===== src/rtl/compositor_pkg.sv =====
// Shared types and background-gradient constants for the layer compositor.
package compositor_pkg;

    typedef struct packed {
        logic [7:0] r;
        logic [7:0] g;
        logic [7:0] b;
    } rgb_t;

    typedef enum logic {
        MODE_DIRECT  = 1'b0,
        MODE_INDEXED = 1'b1
    } layer_mode_e;

    typedef enum logic {
        IDLE = 1'b0,
        FADE = 1'b1
    } fade_state_e;

    localparam int         GRAD_OFFSET = 60;
    localparam int         GRAD_SHIFT  = 3;
    localparam logic [7:0] BG_R0       = 8'hFF;
    localparam logic [7:0] BG_G0       = 8'hD8;
    localparam logic [7:0] BG_B        = 8'h9B;

    // xs is the already-shifted X coordinate, zero-extended to 8 bits; all math wraps mod 256
    function automatic rgb_t bg_color(input logic [7:0] xs);
        rgb_t c;
        c.r = BG_R0 - xs - 8'(GRAD_OFFSET);
        c.g = BG_G0 - xs - 8'(GRAD_OFFSET);
        c.b = BG_B;
        return c;
    endfunction

endpackage


===== src/rtl/palette_bank_ram.sv =====
// Two-bank palette: one write port, both banks read at the same address.
// Reads are synchronous; a write to the entry being read returns the old data.
module palette_bank_ram #(
    parameter int IDX_W = 4
) (
    input  logic             clk,
    input  logic             we,
    input  logic             wbank,
    input  logic [IDX_W-1:0] waddr,
    input  logic [23:0]      wdata,
    input  logic [IDX_W-1:0] raddr,
    output logic [23:0]      rdata0,
    output logic [23:0]      rdata1
);
    localparam int DEPTH = 2 ** IDX_W;

    logic [23:0] bank0_mem [DEPTH];
    logic [23:0] bank1_mem [DEPTH];
    logic [23:0] rd0_q, rd1_q;

    // storage and read registers carry no reset; the pipeline valid bits guard them
    always_ff @(posedge clk) begin
        if (we && !wbank) bank0_mem[waddr] <= wdata;
        if (we &&  wbank) bank1_mem[waddr] <= wdata;
        rd0_q <= bank0_mem[raddr];
        rd1_q <= bank1_mem[raddr];
    end

    assign rdata0 = rd0_q;
    assign rdata1 = rd1_q;

endmodule


===== src/rtl/layer_compositor.sv =====
// Composites NUM_LAYERS priority rectangles over a gradient background.
// S1 hit/priority, S2 palette read, S3 blend/select into the output register.
// NUM_LAYERS is assumed to be a power of two >= 2 so the cfg layer field is dense.
module layer_compositor
    import compositor_pkg::*;
#(
    parameter int NUM_LAYERS = 4,
    parameter int COORD_W    = 10,
    parameter int IDX_W      = 4,
    parameter int FADE_LOG2  = 4
) (
    input  logic                          Clk,
    input  logic                          Reset_n,
    input  logic [COORD_W-1:0]            DrawX,
    input  logic [COORD_W-1:0]            DrawY,
    input  logic                          pix_valid,
    input  logic                          frame_start,
    input  logic [NUM_LAYERS*24-1:0]      layer_rgb,
    input  logic [NUM_LAYERS*IDX_W-1:0]   layer_idx,
    input  logic                          cfg_we,
    input  logic [$clog2(NUM_LAYERS)+1:0] cfg_addr,
    input  logic [31:0]                   cfg_wdata,
    input  logic                          pal_we,
    input  logic                          pal_bank,
    input  logic [IDX_W-1:0]              pal_addr,
    input  logic [23:0]                   pal_wdata,
    input  logic                          bank_sel,
    output logic [7:0]                    VGA_R,
    output logic [7:0]                    VGA_G,
    output logic [7:0]                    VGA_B,
    output logic                          out_valid,
    output logic                          fading
);
    localparam int LW     = $clog2(NUM_LAYERS);
    localparam int FADE_S = 2 ** FADE_LOG2;
    localparam int BW     = 8 + FADE_LOG2 + 1;

    typedef struct packed {
        logic [COORD_W-1:0] x_lo;
        logic [COORD_W-1:0] x_hi;
        logic [COORD_W-1:0] y_lo;
        logic [COORD_W-1:0] y_hi;
        logic [23:0]        key;
        layer_mode_e        mode;
        logic               en;
    } layer_cfg_t;

    typedef struct packed {
        logic             hit;
        layer_mode_e      mode;
        rgb_t             rgb;
        logic [IDX_W-1:0] idx;
        logic [7:0]       xs;
    } s1_t;

    typedef struct packed {
        logic        hit;
        layer_mode_e mode;
        rgb_t        rgb;
        logic [7:0]  xs;
    } s2_t;

    // old*(S-k) + new*k, then divide by S; never exceeds 255*S so BW bits suffice
    function automatic logic [7:0] blend8(input logic [7:0] a, input logic [7:0] b,
                                          input logic [FADE_LOG2-1:0] k);
        logic [BW-1:0] acc;
        acc = BW'(a) * (BW'(FADE_S) - BW'(k)) + BW'(b) * BW'(k);
        return 8'(acc >> FADE_LOG2);
    endfunction

    layer_cfg_t [NUM_LAYERS-1:0] shadow_q, shadow_d, live_q, live_d;
    logic [LW-1:0]               cfg_layer;
    logic                        unused_cfg;

    fade_state_e                 state_q, state_d;
    logic [FADE_LOG2-1:0]        fade_k_q, fade_k_d;
    logic                        active_bank_q, active_bank_d;

    logic [NUM_LAYERS-1:0]       in_rect, keyed, hit;
    s1_t                         s1_q, s1_d;
    s2_t                         s2_q, s2_d;
    logic [23:0]                 pal_rd0, pal_rd1;
    rgb_t                        old_c, new_c;
    rgb_t                        vga_q, vga_d;
    logic [2:0]                  vld_pipe_q, vld_pipe_d;

    assign cfg_layer  = cfg_addr[2 +: LW];
    // bits outside the packed fields are don't-care
    assign unused_cfg = ^cfg_wdata;

    // Shadow writes; live copy on frame_start sees a same-cycle write
    always_comb begin
        shadow_d = shadow_q;
        if (cfg_we) begin
            case (cfg_addr[1:0])
                2'd0: begin
                    shadow_d[cfg_layer].x_lo = cfg_wdata[0 +: COORD_W];
                    shadow_d[cfg_layer].x_hi = cfg_wdata[16 +: COORD_W];
                end
                2'd1: begin
                    shadow_d[cfg_layer].y_lo = cfg_wdata[0 +: COORD_W];
                    shadow_d[cfg_layer].y_hi = cfg_wdata[16 +: COORD_W];
                end
                2'd2: begin
                    shadow_d[cfg_layer].mode = layer_mode_e'(cfg_wdata[1]);
                    shadow_d[cfg_layer].en   = cfg_wdata[0];
                end
                default: shadow_d[cfg_layer].key = cfg_wdata[23:0];
            endcase
        end
        live_d = frame_start ? shadow_d : live_q;
    end

    // Crossfade control, stepped once per frame
    always_comb begin
        state_d       = state_q;
        fade_k_d      = fade_k_q;
        active_bank_d = active_bank_q;
        if (frame_start) begin
            case (state_q)
                IDLE: if (bank_sel != active_bank_q) begin
                    state_d  = FADE;
                    fade_k_d = FADE_LOG2'(1);
                end
                default: if (fade_k_q == '1) begin
                    active_bank_d = ~active_bank_q;
                    fade_k_d      = '0;
                    state_d       = IDLE;
                end else begin
                    fade_k_d = fade_k_q + 1'b1;
                end
            endcase
        end
    end

    // Per-layer hit test: enabled, inside the inclusive rectangle, not the colour key
    always_comb begin
        in_rect = '0;
        keyed   = '0;
        hit     = '0;
        for (int i = 0; i < NUM_LAYERS; i++) begin
            in_rect[i] = (DrawX >= live_q[i].x_lo) && (DrawX <= live_q[i].x_hi) &&
                         (DrawY >= live_q[i].y_lo) && (DrawY <= live_q[i].y_hi);
            if (live_q[i].mode == MODE_INDEXED)
                keyed[i] = layer_idx[i*IDX_W +: IDX_W] == live_q[i].key[IDX_W-1:0];
            else
                keyed[i] = layer_rgb[i*24 +: 24] == live_q[i].key;
            hit[i] = live_q[i].en && in_rect[i] && !keyed[i];
        end
    end

    // S1: lowest hitting index wins, so scan from the top down and let lower indices overwrite
    always_comb begin
        s1_d = '0;
        for (int i = NUM_LAYERS - 1; i >= 0; i--) begin
            if (hit[i]) begin
                s1_d.hit  = 1'b1;
                s1_d.mode = live_q[i].mode;
                s1_d.rgb  = rgb_t'(layer_rgb[i*24 +: 24]);
                s1_d.idx  = layer_idx[i*IDX_W +: IDX_W];
            end
        end
        s1_d.xs = 8'(DrawX >> GRAD_SHIFT);
    end

    // S2: carry S1 forward alongside the palette read
    always_comb begin
        s2_d.hit  = s1_q.hit;
        s2_d.mode = s1_q.mode;
        s2_d.rgb  = s1_q.rgb;
        s2_d.xs   = s1_q.xs;
    end

    // S3: background, direct colour, or palette blend between active and other bank
    always_comb begin
        old_c = active_bank_q ? rgb_t'(pal_rd1) : rgb_t'(pal_rd0);
        new_c = active_bank_q ? rgb_t'(pal_rd0) : rgb_t'(pal_rd1);
        if (!s2_q.hit)
            vga_d = bg_color(s2_q.xs);
        else if (s2_q.mode == MODE_INDEXED)
            vga_d = '{r: blend8(old_c.r, new_c.r, fade_k_q),
                      g: blend8(old_c.g, new_c.g, fade_k_q),
                      b: blend8(old_c.b, new_c.b, fade_k_q)};
        else
            vga_d = s2_q.rgb;
        vld_pipe_d = {vld_pipe_q[1:0], pix_valid};
    end

    // Config and fade state
    always_ff @(posedge Clk or negedge Reset_n) begin
        if (!Reset_n) begin
            shadow_q      <= '0;
            live_q        <= '0;
            state_q       <= IDLE;
            fade_k_q      <= '0;
            active_bank_q <= 1'b0;
        end else begin
            shadow_q      <= shadow_d;
            live_q        <= live_d;
            state_q       <= state_d;
            fade_k_q      <= fade_k_d;
            active_bank_q <= active_bank_d;
        end
    end

    // Pipeline registers; reset discards everything in flight
    always_ff @(posedge Clk or negedge Reset_n) begin
        if (!Reset_n) begin
            s1_q       <= '0;
            s2_q       <= '0;
            vga_q      <= '0;
            vld_pipe_q <= '0;
        end else begin
            s1_q       <= s1_d;
            s2_q       <= s2_d;
            vga_q      <= vga_d;
            vld_pipe_q <= vld_pipe_d;
        end
    end

    palette_bank_ram #(.IDX_W(IDX_W)) u_pal (
        .clk    (Clk),
        .we     (pal_we),
        .wbank  (pal_bank),
        .waddr  (pal_addr),
        .wdata  (pal_wdata),
        .raddr  (s1_q.idx),
        .rdata0 (pal_rd0),
        .rdata1 (pal_rd1)
    );

    assign VGA_R     = vga_q.r;
    assign VGA_G     = vga_q.g;
    assign VGA_B     = vga_q.b;
    assign out_valid = vld_pipe_q[2];
    assign fading    = (state_q == FADE);

endmodule


===== config.mk =====
export PLATFORM = sky130hd
export DESIGN_NAME = layer_compositor
export DESIGN_NICKNAME = d
export VERILOG_FILES = /design/src/rtl/compositor_pkg.sv /design/src/rtl/palette_bank_ram.sv /design/src/rtl/layer_compositor.sv
export SDC_FILE = /design/constraint.sdc
export NUM_CORES = 2
export LEC_CHECK = 0
export CORE_MARGIN = 2
export CORE_UTILIZATION = 58
export CTS_CLUSTER_DIAMETER = 120
export CTS_CLUSTER_SIZE = 25
export DETAILED_ROUTE_END_ITERATION = 16
export DONT_BUFFER_PORTS = 1
export PLACE_DENSITY = 0.76
export SLEW_MARGIN = 40
export SYNTH_ARGS = -nofsm -noshare
export SYNTH_HDL_FRONTEND = slang
export SYNTH_SLANG_ARGS = --single-unit

===== constraint.sdc =====
create_clock -name Clk -period 6.45 [get_ports Clk]
set_clock_uncertainty 0.2 [all_clocks]
set_input_delay 1.6125 -clock Clk [delete_from_list [all_inputs] [get_ports Clk]]
set_output_delay 1.6125 -clock Clk [all_outputs]
set_load 0.01 [all_outputs]

==> flow_metrics.py <==
metrics = {
    "sta": {
        "fmax_mhz": 163,
        "finalMaxSlewViolations": 0,
        "slew_headroom_pct": 8.30,
        "hold_viol": 0,
        "rsz0062_at_grt": "no",
        "fin_crit_sh_pct": 94.9,
        "tns_ns": 0,
        "worst_slew_pin_slew_ns": 1.38,
        "setup_viol": 0,
        "layout_min_cycle_time_ns": 6.12,
    },
    "floorplanning": {
        "die_width_um": 340,
        "design.die.area_sq_um": 115000,
        "floorplan.initialDensity_pct": 58.3,
        "fp.coreArea_sq_um": 112000,
        "placement_rows": 123,
        "top_level_ports": 230,
        "die_height_um": 340,
    },
    "clocking": {
        "cts_tree": "built",
        "cts-buffers-inserted": 68,
        "cts.path.max_buffers": 3,
        "ctsHtreeMaxLevel": 3,
        "cts.clk_slew.worst_paths_ns": 0.10,
        "cts-root-buf": "sky130_fd_sc_hd__clkbuf_16",
        "clock_latency_ns": 0.69,
        "cts.sink_count": 1447,
    },
    "pwr": {
        "vdd_ir_drop_max_v": 0.000966,
        "p_leak_nw": 27.1,
        "post-layout-total-power_mw": 39.5,
        "cellPowerDensity_nw_per_um2": 562,
    },
    "cells_and_area": {
        "layout.nets": 4929,
        "area_growth_pct": 7.50,
        "finalInstanceArea_sq_um": 70300,
        "finish.utilization_pct": 62.7,
        "instances_no_fill": 5870,
        "drive_above_1_share_pct": 20.3,
    },
    "grt": {
        "grt.overflow.total": 0,
        "global_route_wire_length_before_repair_um": 240000,
        "groute.usage.overall_pct": 28.2,
        "antenna_violations_before_repair": 10,
        "first_global_vias": 36700,
        "grt_start_max_net_pins": 632,
    },
    "synthesis": {
        "netlist-cell-type-count": 66,
        "ys.warnings.count": 0,
        "async_flop_share_pct": 43.6,
        "syn-cell-area_sq_um": 65400,
        "syn_area_per_cell_sq_um": 15.0,
        "synth_cells": 4347,
        "postSynthRegisterBits": 1447,
        "seq_area_frac_synth_pct": 60.9,
        "synth-edff-count": 768,
        "synthFlopType": "sky130_fd_sc_hd__edfxtp_1",
        "syn-num-nets": 4950,
    },
    "critical_path": {
        "worst-endpoint-arrival_ns": 6.46,
        "worst-setup-path-type": "register to register",
        "cp-end-kind": "register",
        "cp_max_fo": 8,
        "critical_path.startpoint": "fade_k_q[1]",
        "critical_path_required_ns": 6.79,
        "regToRegStartpoint": "fade_k_q[1]",
        "cp-start-kind": "register",
    },
    "placement": {
        "gp_congestion": 0.928,
        "placement.cell_area_sq_um": 68200,
        "placed_cells": 5750,
        "dp.final_hpwl_um": 107000,
        "port_buffer_cells": 0,
    },
    "run": {
        "cap_violations": 0,
    },
    "drt": {
        "drtAntennaViolNets": 0,
        "routed-via-count": 36100,
        "routedWlPerCell_um": 27.4,
        "via_per_inst": 6.14,
        "initialDrtViolationCount": 4064,
        "drt_wl_total_um": 161000,
        "remaining_drcs": 0,
        "detailedRoute.firstPassIterationCount": 5,
    },
    "hold_path": {
        "worst_hold_startpoint": "s1_q[14]",
        "hold_path.class": "register to register",
    },
    "outcome": {
        "status": "finished clean",
    },
}
[state kept, by name (all words and copies together), names as in the netlist]
signal	count
u_pal.bank0_mem	384
u_pal.bank1_mem	384
live_q	264
shadow_q	264
s1_q	37
s2_q	33
u_pal.rdata0	24
u_pal.rdata1	24
VGA_B	8
VGA_G	8
VGA_R	8
fade_k_q	4
vld_pipe_q	3
active_bank_q	1
fading	1
[critical path, stage by stage, from the launching register on]
cell and delay (ns):
sky130_fd_sc_hd__dfrtp_1 0.52, sky130_fd_sc_hd__clkinv_1 0.15, sky130_fd_sc_hd__ha_1 0.34, sky130_fd_sc_hd__xnor2_4 0.22, sky130_fd_sc_hd__buf_4 0.18, sky130_fd_sc_hd__and2_1 0.17, sky130_fd_sc_hd__fa_1 0.49, sky130_fd_sc_hd__ha_1 0.32
sky130_fd_sc_hd__fa_1 0.51, sky130_fd_sc_hd__fa_1 0.49, sky130_fd_sc_hd__inv_1 0.05, sky130_fd_sc_hd__fa_1 0.47, sky130_fd_sc_hd__inv_1 0.04, sky130_fd_sc_hd__ha_1 0.31, sky130_fd_sc_hd__nand3_1 0.08, sky130_fd_sc_hd__o211ai_1 0.11
sky130_fd_sc_hd__or4_1 0.44, sky130_fd_sc_hd__a31o_2 0.27, sky130_fd_sc_hd__a21o_1 0.19, sky130_fd_sc_hd__a21oi_1 0.17, sky130_fd_sc_hd__xnor2_1 0.15, sky130_fd_sc_hd__a31oi_1 0.11
[through the flow]
step | setup slack [ns] | hold slack [ns]
6_report | 0.328 | 0.151
5_1_grt | 0.00980 | 0.164
4_1_cts | 0.123 | 0.151
3_5_place_dp | 0.140 | 0.135
3_3_place_gp | 0.296 | 0.135
2_1_floorplan | 0.00709 | 0.131
[routing by layer]
metal | vias to the layer above | GRT usage [%] | wire length, um
li1 | 15600 | - | -
met1 | 18700 | 39.4 | 64700
met2 | 1470 | 45.6 | 77600
met3 | 239 | 5.28 | 13500
met4 | 2 | 8.38 | 4890
met5 | - | 0 | 12
[cells in the final DEF (no fill, tap or decap), drive strengths merged, types with 7 or more instances in the layout]
cell / n
edfxtp: 768
dfrtp: 631
mux2: 403
inv: 335
ha: 262
nand2: 249
mux4: 240
nor2: 220
o21ai: 197
fa: 137
buf: 107
clkbuf: 105
xor2: 90
xnor2: 67
a21oi: 65
nor2b: 59
dfxtp: 48
mux2i: 46
nand2b: 35
nand4: 31
a221oi: 30
a22oi: 29
nand3: 26
nor3: 24
and2: 22
nor4: 17
o21a: 13
a21o: 12
and3: 10
o211ai: 10
a211oi: 8
a31oi: 7
[synth_stat cells (35+ instances only)]
cell,count,area [sq um]
sky130_fd_sc_hd__edfxtp_1,768,23100
sky130_fd_sc_hd__dfrtp_1,631,15800
sky130_fd_sc_hd__mux2_2,403,4540
sky130_fd_sc_hd__inv_1,330,1240
sky130_fd_sc_hd__ha_1,262,3280
sky130_fd_sc_hd__nand2_1,249,935
sky130_fd_sc_hd__mux4_2,240,5410
sky130_fd_sc_hd__nor2_1,220,826
sky130_fd_sc_hd__o21ai_0,197,986
sky130_fd_sc_hd__clkbuf_1,160,601
sky130_fd_sc_hd__fa_1,137,2740
sky130_fd_sc_hd__xor2_1,90,788
sky130_fd_sc_hd__xnor2_1,67,587
sky130_fd_sc_hd__a21oi_1,65,325
sky130_fd_sc_hd__nor2b_1,59,369
sky130_fd_sc_hd__dfxtp_1,48,961
sky130_fd_sc_hd__mux2i_1,46,460
sky130_fd_sc_hd__nand2b_1,35,219
[area by class of cell]
| cell class | instances | area (sq um) |
|---|---|---|
| multi-input cells | 2370 | 23900 |
| flip-flops and latches | 1447 | 39800 |
| clock buffers | 105 | 1840 |
| repair buffers | 107 | 1490 |
| diodes | 1 | 2.50 |
| clock inverters | 8 | 150 |
| well taps | 1500 | 1880 |
| inverters | 332 | 1250 |
| fillers | 8004 | 41900 |
[kinds of logic after synthesis]
| family | Yosys count | synth area share [%] |
|---|---|---|
| flops | 1447 | 60.9 |
| buf+inv | 530 | 3.10 |
| fa+ha+maj | 399 | 9.20 |
| xor+xnor | 157 | 2.10 |
| compound gates | 415 | 3.89 |
| mux | 689 | 15.9 |
| simple gates | 710 | 4.93 |
[report_power, final]
| group | switching, mW | internal, mW |
|---|---|---|
| sequential | 0.680 | 10.8 |
| clock | 2.88 | 2.04 |
| combinational | 12.5 | 10.6 |
| total | 16.1 | 23.5 |
[worst paths after layout]
kind                                 end  slack, ns  depth (start not counted)
setup / recovery                VGA_R[7]       0.33                         21
hold / removal                  s2_q[10]       0.15                          0
setup reg to reg                VGA_R[7]       0.33                         21
hold reg to reg                 s2_q[10]       0.15                          0
max in group asynchronous  active_bank_q       3.24                          3
min in group asynchronous    live_q[169]       0.43                          0
[timing repair]
| action | 4_1_cts | 5_1_grt |
|---|---|---|
| hold buffers | 0 | 0 |
| resized for setup | 0 | 4 |
| buffers inserted | 0 | 1 |
| endpoints found under the setup margin | 0 | 4 |
| endpoints found under the hold margin | 0 | 0 |
(Power assumes the default switching activity.)
